===== config.mk =====
export PLATFORM = sky130hd
export DESIGN_NAME = axis_traffic_gen
export DESIGN_NICKNAME = d
export VERILOG_FILES = /design/src/rtl/axis_tg_pkg.sv /design/src/rtl/axis_tg_prbs.sv /design/src/rtl/axis_traffic_gen.sv
export SDC_FILE = /design/constraint.sdc
export NUM_CORES = 1
export LEC_CHECK = 0
export CORE_AREA = 4 4 174 176
export DETAILED_ROUTE_END_ITERATION = 10
export DIE_AREA = 0 0 178 180
export PLACE_DENSITY_LB_ADDON = 0.05
export SLEW_MARGIN = 20
export SYNTH_ARGS = -nofsm -noshare
export SYNTH_HDL_FRONTEND = slang
export SYNTH_SLANG_ARGS = --single-unit
export TNS_END_PERCENT = 10

===== constraint.sdc =====
create_clock -name i_clk -period 5.4 [get_ports i_clk]
set_input_delay 0.54 -clock i_clk [delete_from_list [all_inputs] [get_ports i_clk]]
set_output_delay 0.54 -clock i_clk [all_outputs]
set_load 0.01 [all_outputs]

===== src/rtl/axis_tg_pkg.sv =====
`default_nettype none
// +--------------------------------------------------------------------------+
// | axis_tg_pkg                                                              |
// | Shared encodings and helpers for the AXI-Stream traffic generator.      |
// | Revision: 1.0                                                            |
// +--------------------------------------------------------------------------+
package axis_tg_pkg;

    localparam logic [1:0] c_MODE_INC_BYTE = 2'd0;
    localparam logic [1:0] c_MODE_INC_WORD = 2'd1;
    localparam logic [1:0] c_MODE_PRBS     = 2'd2;
    localparam logic [1:0] c_MODE_CONST    = 2'd3;

    localparam logic [7:0] c_CONST_BYTE = 8'hA5;

    // Bit positions of the x^31 and x^28 terms in a 31-bit Fibonacci LFSR.
    localparam int c_PRBS_TAP_A = 30;
    localparam int c_PRBS_TAP_B = 27;

    typedef enum logic [1:0] {
        S_IDLE = 2'd0,
        S_LOAD = 2'd1,
        S_SEND = 2'd2,
        S_GAP  = 2'd3
    } tg_state_t;

    function automatic int f_kw(input int dw);
        return dw / 8;
    endfunction

endpackage
`default_nettype wire


===== src/rtl/axis_tg_prbs.sv =====
`default_nettype none
// +--------------------------------------------------------------------------+
// | axis_tg_prbs                                                             |
// | Parallel PRBS-31 source: P_DATA_WIDTH bits per advance, seed reload.    |
// | Revision: 1.0                                                            |
// +--------------------------------------------------------------------------+
module axis_tg_prbs
    import axis_tg_pkg::*;
#(
    parameter int          P_DATA_WIDTH = 64,
    parameter logic [30:0] P_PRBS_SEED  = 31'h7FFF_FFFF
) (
    input  logic                    i_clk,
    input  logic                    i_rst,
    input  logic                    i_load,
    input  logic                    i_adv,
    output logic [P_DATA_WIDTH-1:0] o_data
);

    logic [30:0] r_lfsr;
    logic [30:0] w_lfsr_next;

    // First generated bit lands in the MSB so it maps onto byte 0 of the beat.
    always_comb begin
        logic [30:0] v_s;
        logic        v_bit;
        v_s    = r_lfsr;
        v_bit  = 1'b0;
        o_data = '0;
        for (int i = 0; i < P_DATA_WIDTH; i++) begin
            v_bit                    = v_s[c_PRBS_TAP_A] ^ v_s[c_PRBS_TAP_B];
            o_data[P_DATA_WIDTH-1-i] = v_bit;
            v_s                      = {v_s[29:0], v_bit};
        end
        w_lfsr_next = v_s;
    end

    always_ff @(posedge i_clk) begin
        if (i_rst) begin
            r_lfsr <= P_PRBS_SEED;
        end else if (i_load) begin
            r_lfsr <= P_PRBS_SEED;
        end else if (i_adv) begin
            r_lfsr <= w_lfsr_next;
        end
    end

endmodule
`default_nettype wire


===== src/rtl/axis_traffic_gen.sv =====
`default_nettype none
// +--------------------------------------------------------------------------+
// | axis_traffic_gen                                                         |
// | Runtime-configurable AXI-Stream packet source with status counters.     |
// | Revision: 1.0                                                            |
// +--------------------------------------------------------------------------+
module axis_traffic_gen
    import axis_tg_pkg::*;
#(
    parameter int          P_DATA_WIDTH = 64,
    parameter int          P_USER_WIDTH = 32,
    parameter int          P_MAX_LEN    = 8192,
    parameter logic [30:0] P_PRBS_SEED  = 31'h7FFF_FFFF
) (
    input  logic                      i_clk,
    input  logic                      i_rst,
    input  logic                      i_start,
    input  logic                      i_stop,
    input  logic [15:0]               i_cfg_len,
    input  logic [15:0]               i_cfg_gap,
    input  logic [1:0]                i_cfg_mode,
    input  logic [31:0]               i_cfg_pkt_num,
    output logic [P_DATA_WIDTH-1:0]   m_axis_tdata,
    output logic [P_USER_WIDTH-1:0]   m_axis_tuser,
    output logic [P_DATA_WIDTH/8-1:0] m_axis_tkeep,
    output logic                      m_axis_tlast,
    output logic                      m_axis_tvalid,
    input  logic                      s_axis_tready,
    output logic                      o_busy,
    output logic                      o_cfg_err,
    output logic [31:0]               o_pkt_cnt
);

    localparam int c_KW = f_kw(P_DATA_WIDTH);

    tg_state_t                r_state;
    logic [15:0]              r_len;
    logic [15:0]              r_gap;
    logic [1:0]               r_mode;
    logic [31:0]              r_pkt_num;
    logic [31:0]              r_pkt_cnt;
    logic [15:0]              r_seq;
    logic [15:0]              r_beat;
    logic [15:0]              r_gap_cnt;
    logic                     r_stop;
    logic                     r_cfg_err;
    logic [P_DATA_WIDTH-1:0]  r_tdata;
    logic [P_USER_WIDTH-1:0]  r_tuser;
    logic [c_KW-1:0]          r_tkeep;
    logic                     r_tlast;
    logic                     r_tvalid;

    logic                     w_hs;
    logic                     w_stop;
    logic                     w_done;
    logic                     w_load_beat;
    logic                     w_start_ok;
    logic [16:0]              w_num_beats;
    logic [15:0]              w_rem;
    logic [c_KW-1:0]          w_last_keep;
    logic [15:0]              w_bld_idx;
    logic [15:0]              w_bld_seq;
    logic                     w_bld_last;
    logic [c_KW-1:0]          w_bld_keep;
    logic [P_DATA_WIDTH-1:0]  w_bld_data;
    logic [P_DATA_WIDTH-1:0]  w_prbs_data;

    assign w_hs       = r_tvalid & s_axis_tready;
    assign w_stop     = r_stop | i_stop;
    assign w_done     = (r_pkt_num != 32'd0) && ((r_pkt_cnt + 32'd1) == r_pkt_num);
    assign w_start_ok = (i_cfg_len != 16'd0) && ({16'd0, i_cfg_len} <= 32'(P_MAX_LEN));

    // A new beat enters the output registers on the first SEND cycle, after
    // every non-final handshake, on a back-to-back packet and at the end of GAP.
    always_comb begin
        w_load_beat = 1'b0;
        case (r_state)
            S_LOAD:  w_load_beat = 1'b1;
            S_SEND:  w_load_beat = w_hs && (!r_tlast || (!w_stop && !w_done && r_gap == 16'd0));
            S_GAP:   w_load_beat = !w_stop && (r_gap_cnt == r_gap - 16'd1);
            default: w_load_beat = 1'b0;
        endcase
    end

    always_comb begin
        w_num_beats = 17'(({1'b0, r_len} + 17'(c_KW - 1)) / 17'(c_KW));
        w_rem       = 16'(r_len % 16'(c_KW));
        w_last_keep = '0;
        for (int k = 0; k < c_KW; k++) begin
            w_last_keep[c_KW-1-k] = (w_rem == 16'd0) || (16'(k) < w_rem);
        end
    end

    // Beat builder: contents of the beat that the next load will present.
    always_comb begin
        logic [P_DATA_WIDTH-1:0] v_word;
        logic [7:0]              v_byte;
        w_bld_idx  = (r_state == S_SEND && !r_tlast) ? r_beat + 16'd1 : 16'd0;
        w_bld_seq  = (r_state == S_SEND && r_tlast) ? r_seq + 16'd1 : r_seq;
        w_bld_last = ({1'b0, w_bld_idx} == (w_num_beats - 17'd1));
        w_bld_keep = w_bld_last ? w_last_keep : '1;
        v_word     = P_DATA_WIDTH'(w_bld_idx);
        v_byte     = 8'h00;
        w_bld_data = '0;
        for (int k = 0; k < c_KW; k++) begin
            case (r_mode)
                c_MODE_INC_BYTE: v_byte = 8'(32'(w_bld_idx) * 32'(c_KW) + 32'(k));
                c_MODE_INC_WORD: v_byte = v_word[P_DATA_WIDTH-1-8*k -: 8];
                c_MODE_PRBS:     v_byte = w_prbs_data[P_DATA_WIDTH-1-8*k -: 8];
                default:         v_byte = c_CONST_BYTE;
            endcase
            w_bld_data[P_DATA_WIDTH-1-8*k -: 8] = w_bld_keep[c_KW-1-k] ? v_byte : 8'h00;
        end
    end

    axis_tg_prbs #(
        .P_DATA_WIDTH (P_DATA_WIDTH),
        .P_PRBS_SEED  (P_PRBS_SEED)
    ) u_prbs (
        .i_clk  (i_clk),
        .i_rst  (i_rst),
        .i_load (r_state == S_IDLE && i_start && w_start_ok),
        .i_adv  (w_load_beat),
        .o_data (w_prbs_data)
    );

    always_ff @(posedge i_clk) begin
        if (i_rst) begin
            r_state   <= S_IDLE;
            r_len     <= 16'd0;
            r_gap     <= 16'd0;
            r_mode    <= 2'd0;
            r_pkt_num <= 32'd0;
            r_pkt_cnt <= 32'd0;
            r_seq     <= 16'd0;
            r_beat    <= 16'd0;
            r_gap_cnt <= 16'd0;
            r_stop    <= 1'b0;
            r_cfg_err <= 1'b0;
            r_tdata   <= '0;
            r_tuser   <= '0;
            r_tkeep   <= '0;
            r_tlast   <= 1'b0;
            r_tvalid  <= 1'b0;
        end else begin
            r_cfg_err <= 1'b0;
            case (r_state)
                S_IDLE: begin
                    if (i_start) begin
                        if (!w_start_ok) begin
                            r_cfg_err <= 1'b1;
                        end else begin
                            r_len     <= i_cfg_len;
                            r_gap     <= i_cfg_gap;
                            r_mode    <= i_cfg_mode;
                            r_pkt_num <= i_cfg_pkt_num;
                            r_pkt_cnt <= 32'd0;
                            r_stop    <= 1'b0;
                            r_state   <= S_LOAD;
                        end
                    end
                end
                S_LOAD: begin
                    if (i_stop) r_stop <= 1'b1;
                    r_state <= S_SEND;
                end
                S_SEND: begin
                    if (i_stop) r_stop <= 1'b1;
                    if (w_hs && r_tlast) begin
                        r_pkt_cnt <= r_pkt_cnt + 32'd1;
                        r_seq     <= r_seq + 16'd1;
                        if (w_stop || w_done) begin
                            r_state  <= S_IDLE;
                            r_stop   <= 1'b0;
                            r_tvalid <= 1'b0;
                            r_tlast  <= 1'b0;
                        end else if (r_gap != 16'd0) begin
                            r_state   <= S_GAP;
                            r_gap_cnt <= 16'd0;
                            r_tvalid  <= 1'b0;
                        end
                    end
                end
                default: begin
                    if (w_stop) begin
                        r_state <= S_IDLE;
                        r_stop  <= 1'b0;
                        r_tlast <= 1'b0;
                    end else if (w_load_beat) begin
                        r_state <= S_SEND;
                    end else begin
                        r_gap_cnt <= r_gap_cnt + 16'd1;
                    end
                end
            endcase
            if (w_load_beat) begin
                r_tvalid <= 1'b1;
                r_beat   <= w_bld_idx;
                r_tdata  <= w_bld_data;
                r_tkeep  <= w_bld_keep;
                r_tlast  <= w_bld_last;
                r_tuser  <= P_USER_WIDTH'({w_bld_seq, r_len});
            end
        end
    end

    assign m_axis_tdata  = r_tdata;
    assign m_axis_tuser  = r_tuser;
    assign m_axis_tkeep  = r_tkeep;
    assign m_axis_tlast  = r_tlast;
    assign m_axis_tvalid = r_tvalid;
    assign o_busy        = (r_state != S_IDLE);
    assign o_cfg_err     = r_cfg_err;
    assign o_pkt_cnt     = r_pkt_cnt;

endmodule
`default_nettype wire


======== Word-level counts from Yosys, hierarchy flattened ========
Index checks and enable logic that the tools add are counted.
W data, S select, Z words.
storage, ports and cells
  register bits ........................... 287
  latch bits .............................. 0
  RAM bits ................................ 0
  memory bits (read-only) ................. 0
  output and inout bits ................... 140
  memories kept ........................... 0
cells by class
  $add $sub $neg .......................... 14
  multiply operators ...................... 0
  div/mod/pow operators ................... 0
  order comparisons ....................... 9
  eq/ne operators ......................... 19
  shift operators ......................... 0
  muxes and demuxes ....................... 55
  bitwise logic cells ..................... 69
  reduce and logical (&&, ||, !) cells .... 50
operator list
  cell                     number
  $pmux W8 S3              8
  $mux W16                 7
  $mux W32                 3
  $mux W8                  9
  $pmux W32 S2             1
  $xor A1 B1 Y1            64
  $add A16 B1 Y16 const B  3
  $add A32 B1 Y32 const B  1
  $add A8 B3 Y8 const B    4
  $eq A32 B32 Y1           1
  $logic_not A16 Y1        2
  $pmux W16 S2             1
  $reduce_bool A16 Y1      2
  $reduce_bool A32 Y1      1
  $add A16 B3 Y17 const B  1
  $eq A16 B17 Y1           1
  $add A8 B2 Y8 const B    2
  $eq A16 B16 Y1           1
  $le A16 B14 Y1 const B   1
  $sub A16 B1 Y16 const B  1
  $mux W1                  15
  $sub A14 B1 Y15 const B  1
  $mux W2                  7
  $lt A3 B3 Y1 const A     4
  29 further kinds         75

======== Depth between registers and ports, before layout ========
Gate-level depths: netlist of run 1.
  depth in word-level cells ............... 12
  gate-level depth with buffers ........... 17

======== Hierarchy ========
From an unflattened synthesis of run 1, not the netlist that was laid out.
unflattened totals
  cells, all modules ...................... 2068
  area, all modules ....................... 16341.9 sq um
by module, submodules not included
  module            instances  cells an instance  area an instance (sq um)  seq. area each (sq um)
  axis_traffic_gen  1          1871               14532.7                   5124.9
  axis_tg_prbs      1          197                1809.2                    620.6

======== Worst setup path before layout of run 1 ========
Ideal clock, no wire load.
  path kind ............................... register to register
  start point ............................. register r_len[0]
  end point ............................... register r_tdata[55], in the netlist m_axis_tdata[55]
  data arrival time ....................... 3690 ps
  required time ........................... 5279 ps
  setup slack ............................. 1589 ps
  cell stages (with the launch flop) ...... 16
  path buffers ............................ 2
  period minus slack after synthesis ...... 3811 ps
  cells stage by stage .................... dfxtp_1 -> clkbuf_1 -> or3_1 -> clkbuf_1 -> nand2_1 -> xor2_1 -> ha_1 -> nor3b_1 -> mux2i_1 -> o41a_1 -> xnor2_1 -> o211ai_1 -> nor4b_2 -> nand4b_1 -> nand2_1 -> a2bb2o_1
on the way
  word-level cells in the longest chain between the ends .. 5
  elaborated cells on any way between the ends .. 8
  classes of those cells .................. add/sub (2); order compare (1); eq/ne (1); mux (2); reduce/logical (2)
ends and longest elaborated chain
  item                    RTL line                 RTL
  from (decl)             axis_traffic_gen.sv:37   logic [15:0] r_len;
  from (signal assigned)  axis_traffic_gen.sv:153  r_len <= i_cfg_len;
  $add A16 B3 Y17         axis_traffic_gen.sv:86   w_num_beats = 17'(({1'b0, r_len} + 17'(c_KW - 1)) / 17'(c_KW));
  $sub A14 B1 Y15         axis_traffic_gen.sv:100  w_bld_last = ({1'b0, w_bld_idx} == (w_num_beats - 17'd1));
  $eq A16 B17 Y1          axis_traffic_gen.sv:100
  $mux W8 (*)             axis_traffic_gen.sv:101  w_bld_keep = w_bld_last ? w_last_keep : '1;
  $mux W8 (*)             axis_traffic_gen.sv:112  w_bld_data[P_DATA_WIDTH-1-8*k -: 8] = w_bld_keep[c_KW-1-k] ? v_byte : 8'h00;
  to (signal assigned)    axis_traffic_gen.sv:199  r_tdata <= w_bld_data;
  to (decl)               axis_traffic_gen.sv:47   logic [P_DATA_WIDTH-1:0] r_tdata;
Mark *: on every way between the ends. The rest lies on a longest branch, timed or not.
A chain may end at the register's enable or synchronous reset.

======== Worst setup path in the final report of run 1 ========
  start point ............................. register r_pkt_cnt[0], in the netlist o_pkt_cnt[0]
  end point ............................... register r_tkeep[2], in the netlist m_axis_tkeep[2]
on the way
  word-level cells in the longest chain between the ends .. 9
ends and longest elaborated chain
  item                               RTL line                 RTL
  from (decl)                        axis_traffic_gen.sv:41   logic [31:0] r_pkt_cnt;
  from (signal assigned)             axis_traffic_gen.sv:170  r_pkt_cnt <= r_pkt_cnt + 32'd1;
  $add A32 B1 Y32                    axis_traffic_gen.sv:70   assign w_done = (r_pkt_num != 32'd0) && ((r_pkt_cnt + 32'd1) == r_pkt_num);
  $eq A32 B32 Y1                     axis_traffic_gen.sv:70
  $logic_and A1 B1 Y1                axis_traffic_gen.sv:70
  $logic_not A1 Y1                   axis_traffic_gen.sv:79   S_SEND: w_load_beat = w_hs && (!r_tlast || (!w_stop && !w_done && r_gap == 16'd0));
  $logic_and A1 B1 Y1 (2 in series)  axis_traffic_gen.sv:79
  $logic_or A1 B1 Y1                 axis_traffic_gen.sv:79
  $logic_and A1 B1 Y1                axis_traffic_gen.sv:79
  $pmux W1 S3                        axis_traffic_gen.sv:77   case (r_state)
  to (signal assigned)               axis_traffic_gen.sv:200  r_tkeep <= w_bld_keep;
  to (decl)                          axis_traffic_gen.sv:49   logic [c_KW-1:0] r_tkeep;
Every way passes these cells.

==> results of run 1 <==
## kinds of logic (layout without fill, tap and decap cells)
family	after synthesis	count (layout)	share of synthesized area
AND/OR/NAND/NOR	793	793	0.246
AO/OA/AOI/OAI	405	405	0.161
adder cells (fa/ha/maj)	12	12	0.00956
multiplexers	94	94	0.0602
buffers and inverters	188	318	0.0557
flip-flops	287	287	0.366
XOR/XNOR	181	181	0.102
## per-stage QoR
step | cells | total power, mW | setup slack (ps) | hold WS [ps]
CTS | 2474 | 6.59 | 733 | 449
floorplan | 1960 | 3.85 | 1590 | 456
finish | 2474 | 6.57 | 712 | 446
global route | 2474 | 6.89 | 318 | 468
global placement | 2416 | 4.34 | 836 | 436
detailed placement | 2416 | 4.36 | 762 | 439
## cells in the final DEF (no fill, tap or decap), drive strengths merged, types with 12 or more instances in the layout
cell type and instances:
o211ai 17, nor2 163, xor2 87, mux2i 90, inv 27, clkbuf 40
and2 13, nor3 52, a21o 12, buf 25, or2 14, o21ai 73
nand3b 17, o2bb2ai 32, or4 14, nor4 40, nand2b 18, nand4 31
nand3 51, clkdlybuf4s50 209, dfxtp 287, or3 39, nand2 287, ha 12
a21oi 181, xnor2 93
## worst max-delay path, cell delays in order, from the launching register on
cell and delay [ps]:
dfxtp_1 460, ha_1 290, nand3_1 370, or3_1 580, or3_1 450, a311oi_1 280
nand4b_1 130, or4b_1 510, nor2_1 300, o21a_4 330, buf_12 410, nor2_1 130
a221oi_1 270
## path summary, 6_finish.rpt
check	startpoint	to	slack, ps	depth (start not counted)
worst min register to register	m_axis_tkeep[7]	m_axis_tkeep[7]	450	2
worst max-delay path	o_pkt_cnt[0]	m_axis_tkeep[2]	710	12
worst max register to register	o_pkt_cnt[0]	m_axis_tkeep[2]	710	12
worst min-delay path	m_axis_tkeep[7]	m_axis_tkeep[7]	450	2
## final cells by class
| cell class | count | area share |
|---|---|---|
| multi-input combinational | 1485 | 0.484 |
| sequential | 287 | 0.305 |
| timing repair buffer | 234 | 0.123 |
| clock buffer | 40 | 0.0451 |
| tap | 384 | 0.0255 |
| clock inverter | 18 | 0.0122 |
| inverter | 26 | 0.00519 |
## per-layer routing
metal | part of all wire | track usage | up-vias
li1 | - | - | 7079
met1 | 0.44 | 0.376 | 6910
met2 | 0.47 | 0.458 | 427
met3 | 0.057 | 0.0403 | 76
met4 | 0.029 | 0.0823 | 0
met5 | 0 | 0 | -
## state kept, by name, summed over array words and instances, names as in the netlist, 8 cells and up
| name | cells |
|---|---|
| m_axis_tuser | 32 |
| m_axis_tdata | 64 |
| r_beat | 16 |
| m_axis_tkeep | 8 |
| r_pkt_num | 32 |
| u_prbs.r_lfsr | 31 |
| r_seq | 16 |
| r_len | 16 |
| r_gap_cnt | 16 |
| r_gap | 16 |
| o_pkt_cnt | 32 |
## power by group through the flow
| stage | Clock, mW | Sequential, mW | Combinational (mW) |
|---|---|---|---|
| 2_1_floorplan | 0 | 2.50 | 1.35 |
| 3_3_place_gp | 0 | 2.64 | 1.71 |
| 3_5_place_dp | 0 | 2.64 | 1.73 |
| 4_1_cts | 2.25 | 2.60 | 1.74 |
| 5_1_grt | 2.35 | 2.63 | 1.91 |
| 6_report | 2.22 | 2.60 | 1.74 |
==> qor.txt, run 1 <==
drt drc: 0
Mapped Cells: 1960
Area Overhead vs Synth: 19.8%
CTS Hold Bufs: 0
library cells used by synthesis: 84
first-pass GRT wire length: 74100 um
1st-iter DRT viols: 1205
Final Critical Period: 4690 ps
core area: 28600 um2
Post-Route Utilization: 0.657
top cells by count, synth: dfxtp_1 (287), nand2_1 (287), a21oi_1 (181), nor2_1 (163), clkbuf_1 (114)
final WL: 45800 um
Peak VDD IR: 0.251 mV
die area: 32000 um2
critical path type: reg2reg
Worst EP arrival: 5140 ps
largest net degree at the start of global routing: 111
DP Wirelength: 32600 um
Flop pwr share: 0.396
placed inst area: 17700 um2
top_reg_cell synth: dfxtp_1
Inserted Diodes: 0
port buffer count: 210
average routed wire per standard cell: 18.5 um
clk_lat worst skew: 550 ps
register area: 5750 um2
post-synth top area share: 0.366
Reg clk slew, reported paths: 60 ps
Hold Crit Class: reg2reg
outcome: finished clean
fillcell total: 2464
number of synthesized flops with an enable pin: 0
PostCTS Resize Cnt: 0
CTS Buf Count: 31
synth top area cells: dfxtp_1 (37%), nand2_1 (6.9%), a21oi_1 (5.8%)
total grt overflow: 0
Slew HR: 0.300
highest clock rate: 213 MHz
initial antenna violation count: 0
area of the multi-input gates: 9110 um2
root buf cell: clkbuf_16
Final setup viols: 0
fin nets: 2148
Syn Std Cell Area: 15700 um2
Crit. End Element: flop
CTS sink cnt: 287
clock share of power: 0.338
Clock Tree Buf Depth: 3
Least-Margin Pin Slew: 1050 ps
NetSw: 2.12 mW
vias: 14500
# IOs: 211
Yosys Warn Count: 0
Power Density: 349 nW/um2
setup_tns: 0 ps
Slew Limit Fails: 0
static leakage power: 7.04 nW
DRT Pass-1 Iters: 5
die height: 180 um
Combinational Power Share: 0.265
Final Cell Area: 18800 um2
syn_nets: 2043
Synth Register Bits: 287
fin crit share: 0.868
CTS tree: yes
Startpoint Class: flop
RSZ-0062 raised after global routing: no
async set-reset flop share out of synthesis: 0
site row count: 62
final hold violations: 0
GRT Total Usage: 0.277
H-tree depth: 1
Worst Skew: 9.53 ps
layout cell share with drive strength beyond 1: 0.0555
vias per cell: 5.86
Crit path required time: 5860 ps
area leader, netlist: dfxtp_1
Sw Share: 0.322
syn avg cell area: 8.01 um2
Post-CTS Setup Inserts: 0
Die X: 178 um
cell-internal power: 4.45 mW
CP max FO: 84
Post-DRT Antenna Nets: 0
vias in the first global route: 14000
Max-Cap Viols: 0
Starting Density: 0.549
sequential fraction of the synthesis area: 0.366
gpl congestion: 0.925
Power figures use the tool's default switching activity.
==> run 2: changes to the inputs <==
--- a/config.mk
+++ b/config.mk
@@ -5,10 +5,10 @@
 export SDC_FILE = /design/constraint.sdc
 export NUM_CORES = 1
 export LEC_CHECK = 0
-export CORE_AREA = 4 4 174 176
+export CORE_AREA = 2 2 172 174
 export DETAILED_ROUTE_END_ITERATION = 10
-export DIE_AREA = 0 0 178 180
-export PLACE_DENSITY_LB_ADDON = 0.05
+export DIE_AREA = 0 0 174 176
+export PLACE_DENSITY = 0.79
 export SLEW_MARGIN = 20
 export SYNTH_ARGS = -nofsm -noshare
 export SYNTH_HDL_FRONTEND = slang
==> qor.txt, run 2 (synthesis gave the netlist of run 1 again) <==
Post-CTS Setup Inserts: 0 (unchanged)
initial antenna violation count: 2 (+2)
1st-iter DRT viols: 1320 (+9.5%)
fillcell total: 2483 (+0.77%)
drt drc: 0 (unchanged)
Startpoint Class: flop
core area: 28500 um2 (-0.27%)
layout cell share with drive strength beyond 1: 0.0537 (-0.00176)
CP dominant cell by count: or3_1
site row count: 62 (unchanged)
fin nets: 2143 (-0.23%)
die area: 30600 um2 (-4.4%)
GRT Total Usage: 0.288 (+0.0107)
CTS tree: yes
register area: 5750 um2 (unchanged)
Crit. End Element: flop
Crit path max-delay family: simple AND/OR/NAND/NOR gates
Slew HR: 0.298 (-0.00231)
worst hold start: m_axis_tdata[20]
Peak VDD IR: 0.279 mV (+11%)
DP Worst Slack: 757 ps (-5.09 ps)
vias per cell: 5.95 (+1.6%)
H-tree depth: 1 (unchanged)
CP peak stage delay: 580 ps (about the same)
Slew Limit Fails: 0 (unchanged)
die height: 176 um (-2.2%)
clk_lat worst skew: 560 ps (about the same)
static leakage power: 7.01 nW (-0.47%)
outcome: finished clean
final WL: 45300 um (-1.1%)
CTS Hold Bufs: 0 (unchanged)
Die X: 174 um (-2.2%)
fin crit share: 0.871 (+0.00259)
Max-Cap Viols: 0 (unchanged)
Worst Skew: 20.4 ps (+10.9 ps)
R2R setup slack: 700 ps (about the same)
PostCTS Resize Cnt: 0 (unchanged)
placed inst area: 17700 um2 (about the same)
Worst EP arrival: 5140 ps (about the same)
CP max FO: 36 (-57%)
Area Overhead vs Synth: 19.8% (about the same)
DP Wirelength: 32300 um (-0.97%)
Post-DRT Antenna Nets: 0 (unchanged)
Final setup viols: 0 (unchanged)
area of the multi-input gates: 9110 um2 (about the same)
FF-to-FF Start: o_pkt_cnt[0]
Worst Slack Setup Final: 698 ps (-14.0 ps)
CP bufs+invs: 1 (unchanged)
critical path's slowest cell: or3_1
vias: 14700 (+1.3%)
Hold Path Cell Cnt: 2 (unchanged)
Hold Crit Class: reg2reg
Least-Margin Pin Slew: 1050 ps (+2.02 ps)
highest clock rate: 213 MHz (-0.30%)
RSZ-0062 raised after global routing: no
flip-flop count of the largest register after layout: 64 (unchanged)
Clock Tree Buf Depth: 3 (unchanged)
first-pass GRT wire length: 73200 um (-1.2%)
final hold violations: 0 (unchanged)
Starting Density: 0.550 (+0.00149)
largest net degree at the start of global routing: 134 (+21%)
CTS Buf Count: 30 (-3.2%)
# IOs: 211 (unchanged)
Worst Reg-to-Reg Cells: 12 (unchanged)
Final Cell Area: 18800 um2 (about the same)
root buf cell: clkbuf_16
vias in the first global route: 14100 (+0.62%)
critical path type: reg2reg
setup_tns: 0 ps (unchanged)
commonest non-fill, non-tap cells in the layout: nand2_1 (287), dfxtp_1 (287), clkdlybuf4s50_1 (209), a21oi_1 (180), nor2_1 (162)
crit-path cells: ha_1, nand3_1, or3_1, or3_1, xnor2_1, nand4_1, or4_1, nor2_1, o21a_4, or2_1, buf_4, o2bb2ai_1
gpl congestion: 0.962 (+4.0%)
Reg clk slew, reported paths: 60 ps (about the same)
CTS sink cnt: 287 (unchanged)
Crit path required time: 5840 ps (-20 ps)
number of cells on the critical path: 12 (unchanged)
DRT Pass-1 Iters: 5 (unchanged)
average routed wire per standard cell: 18.4 um (-0.85%)
total grt overflow: 0 (unchanged)
Reg-to-Reg End: m_axis_tdata[50]
port buffer count: 210 (unchanged)
Worst Hold Path EP: m_axis_tdata[20]
Power Density: 348 nW/um2 (-0.27%)
Inserted Diodes: 0 (unchanged)
Final Critical Period: 4700 ps (+14.0 ps)
run 2: cell type report:
type,instances,share of cell area
Clock buffer,41,0.0464
Sequential cell,287,0.306
Timing Repair Buffer,230,0.122
Inverter,26,0.00519
Clock inverter,15,0.0102
Multi-Input combinational cell,1485,0.485
Tap cell,384,0.0255
run 2: how the worst max path moves through the flow:
stage                             from                end  slack, ps
final                     o_pkt_cnt[0]   m_axis_tdata[50]        700
after global routing      o_pkt_cnt[0]   m_axis_tdata[42]        370
after CTS                 o_pkt_cnt[0]   m_axis_tdata[14]        730
after detailed placement  o_pkt_cnt[0]  u_prbs.r_lfsr[15]        760
after global placement    o_pkt_cnt[0]   m_axis_tdata[62]        810
after floorplan               r_len[0]   m_axis_tdata[55]       1590
run 2: through the flow:
step | hold WS (ps) | util | power (mW) | instances
global route | 477 | 0.659 | 6.83 | 2468
detailed placement | 445 | 0.621 | 4.36 | 2412
CTS | 453 | 0.659 | 6.55 | 2468
finish | 450 | 0.659 | 6.55 | 2468
global placement | 437 | 0.621 | 4.32 | 2412
floorplan | 456 | - | 3.85 | 1960
run 2: report_power, final:
group,switching [mW],internal (mW)
Clock,0.881,1.32
Combinational,0.944,0.793
Sequential,0.294,2.32
Total,2.12,4.43
run 2: routing by layer:
metal	wire (um)	global-route usage	vias to the layer above
met1	19400	0.374	6997
met5	30	0	-
met4	1070	0.0830	4
li1	-	-	7069
met2	22000	0.500	520
met3	2870	0.0390	95
run 2: tightest hold or removal path: cells and delay by family (launching register included):
kind / cells / cell delay (ps)
flip-flops: 1 / 310
AO/OA/AOI/OAI: 1 / 50
AND/OR/NAND/NOR: 1 / 50
